`src/rtl/mfb_meta_join_pkg.sv`:
```
// rtl/mfb_meta_join_pkg.sv - shared MFB constants and derived-width helpers for mfb_meta_join
package mfb_meta_join_pkg;

  // MFB layout constants; this block is single-region
  localparam int MFB_REGIONS         = 1;
  localparam int MFB_REGION_SIZE_DEF = 8;
  localparam int MFB_BLOCK_SIZE_DEF  = 8;
  localparam int MFB_ITEM_WIDTH_DEF  = 8;
  localparam int MFB_META_WIDTH_DEF  = 32;
  localparam int MFB_FIFO_DEPTH_DEF  = 16;

  // log2 that never returns zero, so single-entry fields still get one bit
  function automatic int log2w(input int n);
    return (n > 1) ? $clog2(n) : 1;
  endfunction

  // Derived widths of the MFB word and its position fields
  function automatic int data_w(input int region_size, input int block_size, input int item_width);
    return MFB_REGIONS * region_size * block_size * item_width;
  endfunction

  function automatic int sof_pos_w(input int region_size);
    return log2w(region_size);
  endfunction

  function automatic int eof_pos_w(input int region_size, input int block_size);
    return log2w(region_size * block_size);
  endfunction

  // Pointers carry one extra bit so full and empty are distinguishable without wrap logic
  function automatic int ptr_w(input int depth);
    return log2w(depth) + 1;
  endfunction

endpackage

```
`src/rtl/mfb_meta_join_meta_fifo.sv`:
```
// rtl/mfb_meta_join_meta_fifo.sv - register-based metadata FIFO with full, empty and occupancy
module mfb_meta_join_meta_fifo
  import mfb_meta_join_pkg::*;
#(
  parameter int WIDTH = 32,
  parameter int DEPTH = 16,
  localparam int AW   = log2w(DEPTH),
  localparam int PW   = ptr_w(DEPTH)
) (
  input  logic             clk,
  input  logic             rst_n,
  input  logic             push,
  input  logic [WIDTH-1:0] push_data,
  input  logic             pop,
  output logic [WIDTH-1:0] head,
  output logic             full,
  output logic             empty,
  output logic [PW-1:0]    status
);

  logic [WIDTH-1:0] mem [DEPTH];
  logic [PW-1:0]    wr_ptr;
  logic [PW-1:0]    rd_ptr;
  logic             push_ok;
  logic             pop_ok;

  // Occupancy comes straight from registered pointers, so a push is never visible in its own cycle
  assign status  = wr_ptr - rd_ptr;
  assign full    = (status == PW'(DEPTH));
  assign empty   = (wr_ptr == rd_ptr);
  assign push_ok = push & ~full;
  assign pop_ok  = pop & ~empty;
  assign head    = mem[rd_ptr[AW-1:0]];

  // Pointer update; reset empties the queue
  always_ff @(posedge clk or negedge rst_n) begin
    if (!rst_n) begin
      wr_ptr <= '0;
      rd_ptr <= '0;
    end else begin
      if (push_ok) wr_ptr <= wr_ptr + PW'(1);
      if (pop_ok)  rd_ptr <= rd_ptr + PW'(1);
    end
  end

  // Storage array, no reset needed since occupancy gates every read
  always_ff @(posedge clk) begin
    if (push_ok) mem[wr_ptr[AW-1:0]] <= push_data;
  end

endmodule

```
`src/rtl/mfb_meta_join.sv`:
```
// rtl/mfb_meta_join.sv - attaches per-frame metadata to the SOF word of an MFB stream
module mfb_meta_join
  import mfb_meta_join_pkg::*;
#(
  parameter int REGION_SIZE = MFB_REGION_SIZE_DEF,
  parameter int BLOCK_SIZE  = MFB_BLOCK_SIZE_DEF,
  parameter int ITEM_WIDTH  = MFB_ITEM_WIDTH_DEF,
  parameter int META_WIDTH  = MFB_META_WIDTH_DEF,
  parameter int FIFO_DEPTH  = MFB_FIFO_DEPTH_DEF,
  localparam int DW  = data_w(REGION_SIZE, BLOCK_SIZE, ITEM_WIDTH),
  localparam int SPW = sof_pos_w(REGION_SIZE),
  localparam int EPW = eof_pos_w(REGION_SIZE, BLOCK_SIZE),
  localparam int PW  = ptr_w(FIFO_DEPTH)
) (
  input  logic                  CLK,
  input  logic                  RESET_N,
  input  logic [DW-1:0]         RX_DATA,
  input  logic [SPW-1:0]        RX_SOF_POS,
  input  logic [EPW-1:0]        RX_EOF_POS,
  input  logic                  RX_SOF,
  input  logic                  RX_EOF,
  input  logic                  RX_SRC_RDY,
  output logic                  RX_DST_RDY,
  input  logic [META_WIDTH-1:0] RX_META_DATA,
  input  logic                  RX_META_VLD,
  input  logic                  RX_META_SRC_RDY,
  output logic                  RX_META_DST_RDY,
  output logic [DW-1:0]         TX_DATA,
  output logic [SPW-1:0]        TX_SOF_POS,
  output logic [EPW-1:0]        TX_EOF_POS,
  output logic                  TX_SOF,
  output logic                  TX_EOF,
  output logic                  TX_SRC_RDY,
  input  logic                  TX_DST_RDY,
  output logic [META_WIDTH-1:0] TX_META,
  output logic [PW-1:0]         FIFO_STATUS
);

  logic                  en;
  logic                  rx_xfer;
  logic                  meta_push;
  logic                  meta_pop;
  logic                  fifo_full;
  logic                  fifo_empty;
  logic [META_WIDTH-1:0] fifo_head;

  // Output stage advances when its word is taken or it holds nothing
  assign en         = TX_DST_RDY | ~TX_SRC_RDY;
  // A SOF word (including EOF+SOF words) waits until its metadata is queued
  assign RX_DST_RDY = en & (~RX_SOF | ~fifo_empty);
  assign rx_xfer    = RX_SRC_RDY & RX_DST_RDY;
  assign meta_pop   = rx_xfer & RX_SOF;

  // Held low through reset; a same-cycle pop does not open a slot
  assign RX_META_DST_RDY = RESET_N & ~fifo_full;
  // Invalid metadata words are accepted and dropped
  assign meta_push       = RX_META_SRC_RDY & RX_META_VLD & RX_META_DST_RDY;

  mfb_meta_join_meta_fifo #(
    .WIDTH (META_WIDTH),
    .DEPTH (FIFO_DEPTH)
  ) meta_fifo (
    .clk       (CLK),
    .rst_n     (RESET_N),
    .push      (meta_push),
    .push_data (RX_META_DATA),
    .pop       (meta_pop),
    .head      (fifo_head),
    .full      (fifo_full),
    .empty     (fifo_empty),
    .status    (FIFO_STATUS)
  );

  // Output valid: set on an accepted word, cleared when the stage drains without refill
  always_ff @(posedge CLK or negedge RESET_N) begin
    if (!RESET_N) begin
      TX_SRC_RDY <= 1'b0;
    end else if (en) begin
      TX_SRC_RDY <= rx_xfer;
    end
  end

  // Output payload and metadata, not reset; metadata only changes on a SOF word
  always_ff @(posedge CLK) begin
    if (rx_xfer) begin
      TX_DATA    <= RX_DATA;
      TX_SOF_POS <= RX_SOF_POS;
      TX_EOF_POS <= RX_EOF_POS;
      TX_SOF     <= RX_SOF;
      TX_EOF     <= RX_EOF;
    end
    if (meta_pop) TX_META <= fifo_head;
  end

endmodule
```
`config.mk`:
```
export PLATFORM = sky130hd
export DESIGN_NAME = mfb_meta_join
export DESIGN_NICKNAME = d
export VERILOG_FILES = /design/src/rtl/mfb_meta_join_pkg.sv /design/src/rtl/mfb_meta_join_meta_fifo.sv /design/src/rtl/mfb_meta_join.sv
export SDC_FILE = /design/constraint.sdc
export NUM_CORES = 1
export LEC_CHECK = 0
export CORE_AREA = 2 2 442 444
export DETAILED_ROUTE_END_ITERATION = 8
export DIE_AREA = 0 0 444 446
export SKIP_LAST_GASP = 1
export SYNTH_ARGS = -nofsm -noshare
export SYNTH_HDL_FRONTEND = slang
export SYNTH_HIERARCHICAL = 1
export SYNTH_SLANG_ARGS = --single-unit
```
`constraint.sdc`:
```
create_clock -name CLK -period 16.3 [get_ports CLK]
set_input_delay 1.63 -clock CLK [delete_from_list [all_inputs] [get_ports CLK]]
set_output_delay 1.63 -clock CLK [all_outputs]
set_load 0.1 [all_outputs]
```
==> metrics.txt <==
run status finished clean; number of I/O port buffers 1123; YS warnings 6; GPL Wtd Cong 1.02; Mapped Nets 2103; Synth cell types 37; DRC 0; Max Slew Vio Count 0; CTS H-tree depth 4; number of buffers created by CTS 130; unrepaired setup endpoints after global routing false; crit path launch meta_fifo/rd_ptr[2]; First-pass DRT Iterations 5; routed wire length 216000 microns; Setup crit end kind output port; critical path class flop to output port; WL met3 17100 microns; Hold Path Class flop to flop; CTS Hold Bufs 0; headroom to the max-slew limit 18.3%; vias 22000; Crit Path Max Fanout 36; netlist area before placement 36900 sq um; DP HPWL 174000 microns; RR Startpoint meta_fifo/rd_ptr[2]; die height 446 microns; proportion of layout cells with a drive suffix above 1 18.6%; gate count after technology mapping 1532; clock root cell clkbuf_16; Startpoint Class flop; vias in the first global route 21600; worst vdd ir 119 uV; capture point of the worst reg-to-reg path TX_DATA[199]; initial core utilization 19.1%; Final Net Count 3342; reg2reg path depth 10; syn avg cell area 24.1 sq um; global-route usage over all layers 21.2%; Slew @ Worst Pin 1.22 ns; Die ar. 198000 sq um; dpl ws 10.57 ns; final critical-path required period 6.55 ns; setup TNS 0 ns; Final Hold Vio Count 0; Detail Route Antenna Nets 0; leakage power 0.0185 uW; Final setup viols 0; PnR worst setup slack 9.75 ns; # fillers 19200; number of synthesized register bits 1078; utilization after layout 28.7%; Critical Path AT 4.92 ns; Detailed Route Iter0 Violations 2303; fmax 153 MHz; PwrDens 180 nW/um^2; routed length on met1 89500 microns; grt ovf 0; initial antenna violation count 95; CTS tree built; PostCTS Resize Cnt 0; core area 194000 sq um; Worst setup endpoint RX_META_DST_RDY; WL/cell 39.8 microns; max cap viols 0; Worst-path clk slew 0.05 ns; Area growth syn-to-layout 50.4%; first-pass GRT wire length 262000 microns; max layer used met5; Worst EP required 14.67 ns; clock tree buffer depth 3; clk_lat worst skew 0.78 ns; largest net degree at the start of global routing 74; R2R setup slack 11.00 ns; Tcrit/Tclk final 40.2%; post-synthesis sequential area ratio 87.5%; vias per cell 4.05; Die Width 444 microns; top-level I/O count 1124; Placed Cells 5181; Layout Skew 0.0362 ns; CTS sink cnt 1078; Cell Count, Final, Fillers Out 5439; met2 WL post-DR 104000 microns; post-CTS setup buffers 0; row count 162; Pwr Total 10000 uW
critical path: stages, from the launching register on:
cell,delay (ns)
dfrtp_4,0.68
inv_1,0.21
buf_4,0.42
ha_1,0.38
and3b_1,0.23
or3_4,0.38
a2111oi_4,0.64
nor2b_4,0.09
clkdlybuf4s50_1,1.04
cells in the mapped netlist (all sizes together):
master      n  share of area (%)
nand3b      1              0.020
and3       46               0.78
mux4      128                7.8
and3b       2              0.047
a2111oi     1              0.075
o21ai       2              0.027
or3         2              0.047
a31oi      32               0.54
clkbuf     34               0.35
nand3       2              0.027
a21o        2              0.044
xnor2       5               0.14
a21oi       3              0.041
nor2b       7               0.17
fa          1              0.054
nor2        5              0.051
xor2        5               0.12
nand2     132                1.3
dfrtp      11               0.75
nor3b       1              0.020
nand4       4              0.068
ha          9               0.30
mux2        1              0.041
inv         6              0.061
buf        18               0.27
clkinv      1              0.010
nor3        2              0.027
edfxtp   1067                 87
and2        2              0.034
through the flow:
step / cell area (sq um) / hold WS, ns
after global placement: 51000 / 0.475
after detailed placement: 51000 / 0.483
after global routing: 55500 / 0.516
after floorplan: 36900 / 0.461
after CTS: 55500 / 0.490
final: 55500 / 0.495
how the worst min path moves through the flow:
stage,startpoint,endpoint,slack (ns),cells past startpoint
after floorplan,meta_fifo/wr_ptr[4],meta_fifo/wr_ptr[4],0.46,1
after global placement,meta_fifo/wr_ptr[4],meta_fifo/wr_ptr[4],0.47,1
after detailed placement,meta_fifo/wr_ptr[4],meta_fifo/wr_ptr[4],0.48,1
after CTS,meta_fifo/wr_ptr[4],meta_fifo/wr_ptr[4],0.49,1
after global routing,meta_fifo/rd_ptr[4],meta_fifo/rd_ptr[4],0.52,1
final,meta_fifo/rd_ptr[4],meta_fifo/rd_ptr[4],0.50,1
power by group:
group	internal, uW	leakage (uW)	total, uW	switching [uW]
clock	1750	0.00211	3030	1280
sequential	3390	0.0100	3610	222
combinational	852	0.00634	3370	2520
cells in the final DEF (no fill, tap or decap), types with 3 or more instances in the layout:
cell type and count:
xor2_1 5, diode_2 28, nand4_1 4, ha_1 9, clkinv_16 11, clkbuf_8 4
a31oi_1 32, a21oi_1 3, inv_1 6, buf_4 205, mux4_2 128, dfrtp_1 8
clkinv_4 4, nor2_1 4, nand2_1 132, inv_6 3, clkbuf_1 24, nor2b_1 3
edfxtp_1 1067, xnor2_1 4, clkinvlp_4 6, clkbuf_16 130, and3_1 46, dfrtp_4 3
clkinv_1 23, clkinv_2 9, bufinv_16 15, clkdlybuf4s50_1 954
per-layer routing:
metal | track usage (%) | up-vias
met4 | 5.80 | 20
met1 | 27.3 | 11700
met2 | 34.9 | 1204
met5 | 0 | -
li1 | - | 8797
met3 | 6.03 | 275
flip-flops by register name (all words and copies together) (netlist names):
register / count
meta_fifo/mem: 512
TX_EOF_POS: 6
TX_DATA: 512
meta_fifo/wr_ptr: 5
TX_SOF: 1
meta_fifo/rd_ptr: 5
TX_META: 32
TX_SRC_RDY: 1
TX_EOF: 1
TX_SOF_POS: 3
final cells by class:
cell class                 instances  area, sq um  area share, %
antenna                           28         70.1          0.126
clock buffer                     158         3400           6.12
clock inverter                    72         1050           1.89
inverter                           7         26.3         0.0473
multi-input combinational        395         4390           7.91
sequential                      1078        32300           58.2
tap                             2542         3180           5.73
timing repair buffer            1159        11100           20.0
logic make-up after synthesis:
family,Yosys count,synth area share (%)
and+or+nand+nor,206,2.63
AOI/OAI and AO/OA,40,0.728
xor gates and xnor gates,10,0.257
muxes,129,7.85
DFF,1078,87.5
buffers and inverters,59,0.688
adders and majority gates,10,0.359
(Power assumes the default switching activity.)
